--- src/rtl/countdown_timer_ctrl.sv ---
// ============================================================================
//  Module   : countdown_timer_ctrl
//  Brief    : Seconds countdown controller with internal tick prescaler and
//             start/pause/clear sequencing. Optional macro TIMER_AUTORELOAD_EN
//             turns it into a periodic timer that reloads on reaching zero.
//  Revision : 1.0 - initial release
// ============================================================================
`default_nettype none

module countdown_timer_ctrl #(
   parameter int CLK_HZ  = 100_000_000,
   parameter int TICK_HZ = 1,
   parameter int SEC_W   = 8
) (
   input  logic             clk_100mhz,
   input  logic             reset,
   input  logic             start,
   input  logic             pause,
   input  logic             clear,
   input  logic [SEC_W-1:0] load_val,
   output logic [SEC_W-1:0] sec_left,
   output logic             tick,
   output logic             running,
   output logic             done,
   output logic [1:0]       state
);

   localparam int c_div     = CLK_HZ / TICK_HZ;
   localparam int c_presc_w = (c_div > 1) ? $clog2(c_div) : 1;
   localparam logic [c_presc_w-1:0] c_presc_last = c_presc_w'(c_div - 1);
   localparam logic [c_presc_w-1:0] c_presc_one  = c_presc_w'(1);
   localparam logic [SEC_W-1:0]     c_sec_one    = SEC_W'(1);

   typedef enum logic [1:0] {
      S_IDLE  = 2'd0,
      S_RUN   = 2'd1,
      S_PAUSE = 2'd2,
      S_DONE  = 2'd3
   } state_t;

   state_t                 r_state,    w_next_state;
   logic [c_presc_w-1:0]   r_presc,    w_next_presc;
   logic [SEC_W-1:0]       r_sec_left, w_next_sec;
   logic                   r_done,     w_next_done;
   logic                   w_tick;

   // Tick is suppressed by clear so an aborted period never reaches downstream logic.
   assign w_tick = (r_state == S_RUN) && (r_presc == c_presc_last) && !clear;

   always_ff @(posedge clk_100mhz or posedge reset) begin
      if (reset) begin
         r_state    <= S_IDLE;
         r_presc    <= '0;
         r_sec_left <= '0;
         r_done     <= 1'b0;
      end else begin
         r_state    <= w_next_state;
         r_presc    <= w_next_presc;
         r_sec_left <= w_next_sec;
         r_done     <= w_next_done;
      end
   end

   always_comb begin
      w_next_state = r_state;
      w_next_presc = r_presc;
      w_next_sec   = r_sec_left;
      w_next_done  = 1'b0;

      if (clear) begin
         w_next_state = S_IDLE;
         w_next_presc = '0;
         w_next_sec   = '0;
      end else begin
         case (r_state)
            S_IDLE, S_DONE: begin
               w_next_presc = '0;
               if (!pause && start) begin
                  w_next_sec = load_val;
                  if (load_val != '0) begin
                     w_next_state = S_RUN;
                  end else begin
                     w_next_state = S_DONE;
                     w_next_done  = 1'b1;
                  end
               end
            end
            S_RUN: begin
               w_next_presc = w_tick ? '0 : (r_presc + c_presc_one);
               if (pause) w_next_state = S_PAUSE;
               // Reaching zero overrides a simultaneous pause request.
               if (w_tick) begin
                  if (r_sec_left > c_sec_one) begin
                     w_next_sec = r_sec_left - c_sec_one;
                  end else begin
                     w_next_done = 1'b1;
`ifdef TIMER_AUTORELOAD_EN
                     w_next_sec = load_val;
                     if (load_val == '0) w_next_state = S_DONE;
`else
                     w_next_sec   = '0;
                     w_next_state = S_DONE;
`endif
                  end
               end
            end
            S_PAUSE: begin
               if (!pause && start) w_next_state = S_RUN;
            end
            default: begin
               w_next_state = S_IDLE;
            end
         endcase
      end
   end

   assign sec_left = r_sec_left;
   assign tick     = w_tick;
   assign running  = (r_state == S_RUN);
   assign done     = r_done;
   assign state    = r_state;

endmodule

`default_nettype wire

--- config.mk ---
export PLATFORM = sky130hd
export DESIGN_NAME = countdown_timer_ctrl
export DESIGN_NICKNAME = d
export VERILOG_FILES = /design/src/rtl/countdown_timer_ctrl.sv
export SDC_FILE = /design/constraint.sdc
export NUM_CORES = 1
export LEC_CHECK = 0
export BUFFER_PORTS_ARGS = -buffer_cell sky130_fd_sc_hd__buf_2
export CAP_MARGIN = 20
export CORE_MARGIN = 2
export CORE_UTILIZATION = 36
export DETAILED_ROUTE_END_ITERATION = 10
export GPL_ROUTABILITY_DRIVEN = 0
export PLACE_DENSITY_LB_ADDON = 0.1
export SLEW_MARGIN = 20
export SYNTH_ARGS = -nofsm -noshare
export SYNTH_HDL_FRONTEND = slang
export SYNTH_SLANG_ARGS = --single-unit
--- constraint.sdc ---
create_clock -name clk_100mhz -period 5.6 [get_ports clk_100mhz]
set_clock_uncertainty 0.2 [all_clocks]
set_input_delay 1.12 -clock clk_100mhz [delete_from_list [all_inputs] [get_ports clk_100mhz]]
set_output_delay 1.12 -clock clk_100mhz [all_outputs]
set_load 0.005 [all_outputs]
### Yosys cells after proc, flatten, opt, wreduce, memory -nomap -nowiden

Index checks and enable logic that the tools add are counted.

* bits of input ports: 13
* register bits: 38
* output and inout port bits: 13

* $lt $le $gt $ge: 1
* equality and inequality tests: 7
* add/subtract/negate cells: 2
* muxes and demuxes: 22
* reduce and logical (&&, ||, !) cells: 11

Operators with widths (number)
* 27-bit 2-to-1 mux: 2
* 27-bit case mux with 2 select lines: 1
* 8-bit 2-to-1 mux: 4
* 27-bit by 1-bit adder with 27-bit output (second input constant): 1
* 27-bit equality test (second input constant): 1
* 8-bit case mux with 2 select lines: 1
* 2-bit 2-to-1 mux: 7
* 8-bit by 1-bit > comparator with 1-bit output (second input constant): 1
* 8-bit nonzero test: 1
* 8-bit by 1-bit subtractor with 8-bit output (second input constant): 1
* 3-bit != test (second input constant): 2
* 2-bit case mux with 3 select lines: 1
* 1-bit 2-to-1 mux: 5
* 2-bit equality test (second input constant): 2
* 1-bit logical AND: 3
* 3-bit by 2-bit != test with 1-bit output (second input constant): 1
* 3-bit AND reduction: 1
* 3-bit nonzero test: 1
* 2-bit by 1-bit equality test with 1-bit output (second input constant): 1
* 1-bit logical NOT: 2
* 2-bit logical NOT: 1
* 1-bit case mux with 2 select lines: 1
* 2-bit AND reduction: 1
* 2-bit OR reduction: 1

### Logic depth before layout (Yosys ltp)

Gate-level depths: netlist (run 1).

* word-level depth: 6
* depth in mapped cells: 9
* mapped depth without buffers: 7

### Worst setup path after synthesis (run 1)

Ideal clock, no wire load.

* path type: input to output
* from: input clear
* to: output tick
* stages on the path: 3
* data required time: 4.280 ns
* data arrival time: 1.754 ns
* path slack: 2.526 ns
* path through: clkbuf_1 > buf_1 > nor2_1

* word-level cells in the longest chain between the ends: 2

Ends and longest elaborated chain
* start: declaration: line 19 `input logic clear,`
* 1-bit logical NOT: line 48 `assign w_tick = (r_state == S_RUN) && (r_presc == c_presc_last) && !clear;`
* 1-bit logical AND: line 48
* end: declaration: line 22 `output logic tick,`

No other way between the ends.

### Worst setup path after layout (run 1)

* from: register r_state[1], in the netlist state[1]
* to: output tick

* word-level cells in the longest chain between the ends: 3

Ends and longest elaborated chain
* start: declaration: line 41 `state_t r_state, w_next_state;`
* start signal: assignment: line 57 `r_state <= w_next_state;`
* 2-bit by 1-bit equality test with 1-bit output: line 48
* 1-bit logical AND (2 in series): line 48

No other way between the ends.

==> out/results.tsv, run 1 <==
metric	value	unit
ir_worst_vdd	219	µV
floorplan.initialDensity	37.0	%
reg2reg_setup_slack	2.86	ns
cts-root-buf	clkbuf_8	
critical_path_required	4.28	ns
synthArstFlopShare	100	%
cp_cell_sequence	inv_1 -> ha_1 -> nand4_1 -> nor4_4 -> nand2_1 -> nor2_1 -> buf_2	
slew_violations	0	
clock-sinks	38	
ys_warn_count	0	
worst-path-max-fanout	13	
cts_tree	built	
insertion_delay	0.30	ns
ios	26	
stdcell_count	364	
crit_family	simple AND/OR/NAND/NOR gates	
syn_area	0.00233	mm²
worstPathArrival	2.29	ns
grt.overflow.total	0	
grt_max_degree	39	
synth_xor_area_share	7.13	%
timing.rr.start	state[1]	
synth_mux_area_share	1.77	%
fin_crit	3.61	ns
grt_pass1_wl	9490	µm
rsz0062_at_grt	false	
outcome	finished clean	
gr-usage-all-layers	16.4	%
crit_end	tick	
worstSetupPathType	flop to output port	
post-cts-setup-buffers	0	
placementRows	29	
power.density	373	mW/mm²
finalCritPeriodShare	64.5	%
endpoint_kind	output port	
pre_cts_ws	2.30	ns
p_leak	1.07	nW
ys.flop_type	dfrtp_1	
area_growth	12.7	%
die_area	0.00715	mm²
die_w	84.5	µm
fmax	0.277	GHz
ys_seq_area_share	40.7	%
port_buffers	25	
layout_commonest_cell	dfrtp_1	
postRouteAntennaNets	0	
synth.distinct_cells	51	
max_cap_violations	0	
drt_wl_total	5530	µm
path_depth	7	
timing.rr.end	r_presc[3]	
design_area	0.00263	mm²
core_area	0.00631	mm²
antennaDiodeCount	0	
multi_input_area	0.00128	mm²
grt_pass1_vias	1926	
dp.cells	356	
ys_ff_latch	38	
final_cell_mix	38 x dfrtp_1, 34 x nor2_1, 25 x buf_2, 18 x nand3_1	
hold_path_class	flop to flop	
die_h	84.5	µm
firstDrtPassIters	4	
synthTopCellsByArea	dfrtp_1 41%, nor2_1 5.5%, xor2_1 4.5%	
fin_ws	1.99	ns
synth_top_area_cell	dfrtp_1	
hold_viol	0	
worst_pin_slew	0.854	ns
synth.avg_cell_area	8.88	µm²
ctsResizeCount	0	
ff2ff_path_depth	7	
wire_per_inst	15.2	µm
synth-simple-area-share	26.7	%
cts_inserted_buffers	5	
finalSetupTns	0	ns
crit_path_top_delay_cell	ha_1	
fin_nets	304	
setup_violations	0	
dpl-instance-area	0.00252	mm²
final-seq-area	951	µm²
crit_buf_inv	2	
clk_pin_slew	0.08	ns
nFillCells	638	
post-route-util	41.7	%
synthAdderAreaFrac	2.68	%
synth_compound_gate_area_share	16.4	%
viasPerCell	5.46	
slowest_delay	0.46	ns
syn_inst	263	
syn_nets	281	
synth_edf_count	0	
drt_iter0_drc	165	
synth_top_area_share	40.7	%
crit_path_start	state[1]	
cts_max_level	2	
start_kind	flop	
dp_hpwl	3950	µm
route.detailed.drc	0	
drive_gt1_share	15.0	%
holdCritStartpoint	r_presc[26]	
ctsHoldBuffers	0	
antenna_found_initial	0	
max_slew_margin	42.6	%
vias	1986	
synth_top_family_by_area	simple AND/OR/NAND/NOR gates	
clock_path_buffers	2	
area by class of cell:
type / instances / area share [%]
flip-flops and latches: 38 / 36.1
multi-input cells: 200 / 48.5
repair buffers: 27 / 5.33
clock buffers: 5 / 2.62
well taps: 77 / 3.66
clock inverters: 3 / 1.71
inverters: 14 / 2.00
power breakdown:
part	internal (mW)	switching, mW	leakage (nW)
combinational	0.144	0.261	0.491
clock	0.132	0.103	0.0504
sequential	0.302	0.0385	0.526
total	0.578	0.403	1.07
layer usage:
layer  wire [µm]  global-route usage, %  part of all wire (%)
met4         106                   6.64                   1.9
met2        2410                   22.8                    44
met5           0                      0                     0
met1        2810                   24.4                    51
met3         198                   3.64                   3.6
Yosys cell counts (all sizes together), types with 4 or more instances:
library cell / count
a21oi: 15
and3: 4
buf: 4
clkbuf: 7
dfrtp: 38
ha: 5
inv: 14
nand2: 12
nand3: 18
nand4: 11
nor2: 34
nor3: 12
nor4: 11
o21ai: 6
o21bai: 4
o31ai: 5
or3: 4
xnor2: 7
xor2: 12
worst min-delay path by stage:
stage             endpoint  cells past startpoint
3_3_place_gp   r_presc[26]                      1
4_1_cts        r_presc[26]                      1
3_5_place_dp   r_presc[26]                      1
6_report       r_presc[26]                      1
2_1_floorplan  r_presc[26]                      1
5_1_grt        r_presc[26]                      1
stage by stage:
step	hold slack, ns	power, mW
6_report	0.281	0.982
3_5_place_dp	0.275	0.751
4_1_cts	0.287	0.992
2_1_floorplan	0.251	0.641
5_1_grt	0.333	1.06
3_3_place_gp	0.271	0.760
cells by family (layout without fill, tap and decap cells):
logic type,after synthesis,count (layout)
compound gates,54,54
fa+ha+maj,5,5
simple gates,118,118
xor+xnor,19,19
buf+inv,25,49
mux,4,4
flops,38,38
flip-flops by register name, summed over array words and instances, names as in the netlist:
register and flops:
sec_left 8, r_presc 27, done 1, state 2
(Power assumes the default switching activity.)
==> inputs of run 2 (changes only) <==
- clock period: 5.6 -> 3.4 ns (I/O delays scaled with it)
==> run 2 against run 1 <==
  * Combinational power is 75% higher
  * Non-clock buffer count grew 2
  * Power rose by 79%
  * Critical path depth fell by 1
  * Via count up 2.8%
  * Hold slack gained 0.0041 ns
  * Design area is 1.9% higher
  * Sequential power grew 65%
  * Die area did not move
  * Critical path type unchanged
==> out/results.tsv, run 2 (synthesis results as in run 1) <==
metric	value	unit	change
cp_cell_sequence	ha_1 -> nand3_1 -> nor4_2 -> nand2_1 -> nor2_1 -> buf_2		was inv_1 -> ha_1 -> nand4_1 -> nor4_4 -> nand2_1 -> nor2_1 -> buf_2
port_buffers	25		unchanged
total_power	1.75	mW	was 982 µW
antennaDiodeCount	0		unchanged
die_w	84.5	µm	unchanged
p_leak	1.10	nW	was 1.07 nW
finalCritPeriodShare	86.9	%	
final_cell_mix	38 x dfrtp_1, 34 x nor2_1, 25 x buf_2, 18 x nand3_1		unchanged
hold_path_class	input pin to asynchronous set/reset pin		was flop to flop
fin_crit	2.96	ns	
die_h	84.5	µm	unchanged
ios	26		unchanged
slowest_delay	0.65	ns	was 0.46 ns
core_area	0.00631	mm²	unchanged
area_growth	14.8	%	was 12.7%
fin_nets	306		was 304
postRouteAntennaNets	0		unchanged
clk_pin_slew	0.08	ns	about the same
route.detailed.drc	0		unchanged
drt_wl_total	5750	µm	was 5530 µm
endpoint_kind	output port		unchanged
gr-usage-all-layers	16.9	%	was 16.4%
firstDrtPassIters	4		unchanged
worstPathArrival	2.08	ns	was 2.29 ns
dp.cells	358		was 356
post-cts-setup-buffers	0		unchanged
cts_inserted_buffers	5		unchanged
viasPerCell	5.58		was 5.46
cts_tree	built		unchanged
crit_family	simple AND/OR/NAND/NOR gates		unchanged
slew_violations	0		unchanged
crit_buf_inv	1		was 2
ctsHoldBuffers	0		unchanged
crit_path_top_delay_cell	nor4_2		was ha_1
die_area	0.00715	mm²	unchanged
hold_viol	0		unchanged
start_kind	flop		unchanged
largest_reg_flops	27		unchanged
floorplan.initialDensity	37.0	%	unchanged
setup_violations	0		unchanged
cts-root-buf	clkbuf_8		unchanged
clock_path_buffers	2		unchanged
drive_gt1_share	15.9	%	was 15.0%
top_register	r_presc		unchanged
dp_hpwl	4070	µm	was 3950 µm
worstSetupPathType	flop to output port		unchanged
stdcell_count	366		was 364
placementRows	29		unchanged
max_cap_violations	0		unchanged
max_slew_margin	43.8	%	was 42.6%
antenna_found_initial	0		unchanged
holdWs	0.285	ns	was 0.281 ns
outcome	finished clean		unchanged
critical_path_required	2.52	ns	was 4.28 ns
layout_commonest_cell	dfrtp_1		unchanged
cts_max_level	2		unchanged
grt_max_degree	39		unchanged
wire_per_inst	15.7	µm	was 15.2 µm
worst-path-max-fanout	6		was 13
power.density	655	mW/mm²	was 373 mW/mm²
worst_pin_slew	0.837	ns	was 0.854 ns
insertion_delay	0.30	ns	about the same
vias	2041		was 1986
final-seq-area	951	µm²	unchanged
grt_pass1_vias	1878		was 1926
ir_worst_vdd	330	µV	was 219 µV
grt_pass1_wl	9720	µm	was 9490 µm
drt_iter0_drc	109		was 165
multi_input_area	0.00128	mm²	about the same
rsz0062_at_grt	false		unchanged
fmax	0.338	GHz	
nFillCells	649		was 638
ctsResizeCount	0		unchanged
clock-sinks	38		unchanged
grt.overflow.total	0		unchanged
finalSetupTns	0	ns	unchanged
run 2: layout make-up:
cell class	count	area share, %
clock buffers	6	3.08
repair buffers	29	5.79
well taps	77	3.59
multi-input cells	200	47.9
inverters	14	1.96
flip-flops and latches	38	35.5
clock inverters	2	2.24
run 2: power by group:
| part | leakage [nW] | internal [mW] | switching, mW |
|---|---|---|---|
| Clock | 0.0714 | 0.313 | 0.171 |
| Sequential | 0.526 | 0.498 | 0.0631 |
| Combinational | 0.501 | 0.265 | 0.444 |
| Total | 1.10 | 1.08 | 0.678 |
run 2: worst reg2reg max path: stages (launching register included):
cell	delay [ns]
dfrtp_1	0.39
inv_1	0.06
ha_1	0.43
nor3_1	0.74
nor2_1	0.32
nand4_1	0.19
xor2_1	0.17
nor2_1	0.05
run 2: worst paths after layout:
kind | cells after the start | to | slack (ns) | from
setup / recovery | 6 | tick | 0.44 | r_presc[0]
hold / removal | 3 | r_presc[12] | 0.29 | reset
setup reg to reg | 7 | r_presc[13] | 0.71 | state[0]
hold reg to reg | 1 | r_presc[26] | 0.29 | r_presc[26]
max in group asynchronous | 3 | r_presc[14] | 2.35 | reset
min in group clk_100mhz | 1 | r_presc[26] | 0.29 | r_presc[26]
run 2: metrics by stage:
stage               setup slack [ns]  area [µm²]  util, %
CTS                            0.432        2680     42.4
finish                         0.445        2680     42.4
global placement               0.742        2530     40.1
floorplan                       1.07        2330        -
global route                   0.257        2680     42.4
detailed placement             0.699        2530     40.1
run 2: per-layer routing:
layer / GRT usage [%] / vias up / part of all wire, %
li1: - / 1006 / -
met1: 25.4 / 988 / 50
met2: 24.8 / 42 / 46
met3: 3.34 / 5 / 3.5
met4: 4.76 / 0 / 0.96
met5: 0 / - / 0
==> inputs of run 3 (changes only) <==
- BUFFER_PORTS_ARGS: -buffer_cell sky130_fd_sc_hd__buf_2 -> -buffer_cell sky130_fd_sc_hd__buf_4
==> run 3 against run 2 <==
  * Sequential power grew 0.9%
  * Utilization grew 0.20 points
  * Final cell count is the same
  * Design area grew 0.47%
  * Critical path depth grew 2
==> out/results.tsv, run 3 (synthesis results as in run 1) <==
metric	value	unit	change
slew_violations	0		unchanged
port_buffers	25		unchanged
worst_pin_slew	0.769	ns	was 0.837 ns
max_cap_violations	0		unchanged
antennaDiodeCount	0		unchanged
clock_path_buffers	2		unchanged
dp.cells	360		was 358
viasPerCell	5.53		was 5.58
hold_path_class	flop to flop		was input pin to asynchronous set/reset pin
antenna_found_initial	0		unchanged
clk_pin_slew	0.07	ns	was 0.08 ns
grt_max_degree	39		unchanged
cts_tree	built		unchanged
ctsHoldBuffers	0		unchanged
timing.rr.start	state[1]		was state[0]
crit_path_start	state[1]		was r_presc[0]
fin_nets	308		was 306
vias	2024		was 2041
cts_inserted_buffers	5		unchanged
ios	26		unchanged
drt_iter0_drc	107		was 109
floorplan.initialDensity	37.0	%	unchanged
largest_reg_flops	27		unchanged
finalCritPeriodShare	85.5	%	was 86.9%
post-cts-setup-buffers	0		unchanged
endpoint_kind	output port		unchanged
core_area	0.00631	mm²	unchanged
holdCritStartpoint	r_presc[26]		
die_area	0.00715	mm²	unchanged
top_register	r_presc		unchanged
holdWs	0.293	ns	was 0.285 ns
max_slew_margin	48.3	%	was 43.8%
stdcell_count	366		unchanged
ir_worst_vdd	315	µV	was 330 µV
firstDrtPassIters	4		unchanged
drt_wl_total	5710	µm	was 5750 µm
finalSetupTns	0	ns	unchanged
final_cell_mix	38 x dfrtp_1, 34 x nor2_1, 31 x buf_4, 18 x nand3_1		was 38 x dfrtp_1, 34 x nor2_1, 25 x buf_2, 18 x nand3_1
critical_path_required	2.52	ns	about the same
rsz0062_at_grt	false		unchanged
slowest_delay	0.43	ns	was 0.65 ns
fmax	0.344	GHz	was 0.338 GHz
worstSetupPathType	flop to output port		unchanged
grt_pass1_vias	1931		was 1878
nFillCells	648		was 649
dpl-instance-area	0.00261	mm²	was 0.00253 mm²
cts-root-buf	clkbuf_8		unchanged
start_kind	flop		unchanged
die_w	84.5	µm	unchanged
postRouteAntennaNets	0		unchanged
die_h	84.5	µm	unchanged
dp_hpwl	4000	µm	was 4070 µm
power.density	601	mW/mm²	was 655 mW/mm²
setup_violations	0		unchanged
outcome	finished clean		unchanged
crit_path_top_delay_cell	dfrtp_1		was nor4_2
ctsResizeCount	0		unchanged
design_area	0.00269	mm²	was 0.00268 mm²
grt.overflow.total	0		unchanged
layout_commonest_cell	dfrtp_1		unchanged
cp_cell_sequence	inv_1 -> ha_1 -> buf_4 -> nand4_1 -> nor4_4 -> nand2_1 -> nor2_1 -> buf_4		was ha_1 -> nand3_1 -> nor4_2 -> nand2_1 -> nor2_1 -> buf_2
grt_pass1_wl	9650	µm	was 9720 µm
hold_viol	0		unchanged
fin_crit	2.91	ns	was 2.96 ns
drive_gt1_share	15.6	%	was 15.9%
cp_common_cell	buf_4		
route.detailed.drc	0		unchanged
insertion_delay	0.28	ns	was 0.30 ns
gr-usage-all-layers	16.8	%	was 16.9%
wire_per_inst	15.6	µm	was 15.7 µm
placementRows	29		unchanged
area_growth	15.3	%	was 14.8%
clock-sinks	38		unchanged
worstPathArrival	2.03	ns	was 2.08 ns
cts_max_level	2		unchanged
total_power	1.62	mW	was 1.75 mW
worst-path-max-fanout	13		was 6
p_leak	1.09	nW	was 1.10 nW
-- run 3: report_power, final --
part / total [mW] / internal (mW) / switching, mW / leakage [nW]
Clock: 0.303 / 0.156 / 0.147 / 0.0431
Combinational: 0.749 / 0.299 / 0.449 / 0.522
Sequential: 0.566 / 0.498 / 0.0676 / 0.526
Total: 1.62 / 0.954 / 0.664 / 1.09
-- run 3: worst max-delay path: cells and delay by family, from the launching register on --
kind                     cells  cell delay, ns
buffers and inverters        3            0.37
AND/OR/NAND/NOR              4            0.80
flip-flops                   1            0.43
adder cells (fa/ha/maj)      1            0.13
-- run 3: cell type report --
cell class | instances | area, µm² | share of cell area [%]
inverters | 14 | 52.6 | 1.95
clock buffers | 6 | 82.6 | 3.07
multi-input cells | 200 | 1280 | 47.4
well taps | 77 | 96.3 | 3.58
repair buffers | 31 | 233 | 8.64
flip-flops and latches | 38 | 951 | 35.3
-- run 3: path summary, 6_finish.rpt --
| path | end | slack, ns | cells past startpoint |
|---|---|---|---|
| setup reg to reg | r_presc[2] | 0.86 | 8 |
| setup / recovery | tick | 0.49 | 8 |
| max in group asynchronous | r_presc[1] | 2.35 | 3 |
| min in group asynchronous | done | 0.31 | 3 |
| hold / removal | r_presc[26] | 0.29 | 1 |
| hold reg to reg | r_presc[26] | 0.29 | 1 |
-- run 3: layer usage --
metal  up-vias  GRT usage, %  share of wire (%)
met2        32          26.3                 46
met4         0          4.76                1.3
met1       970          23.7                 49
li1       1014             -                  -
met5         -             0                  0
met3         8          3.15                3.4
-- run 3: metrics by stage --
stage / utilization [%] / setup WS (ns)
finish: 42.6 / 0.493
global route: 42.6 / 0.353
CTS: 42.6 / 0.464
detailed placement: 41.3 / 0.786
global placement: 41.3 / 0.826
floorplan: - / 1.07
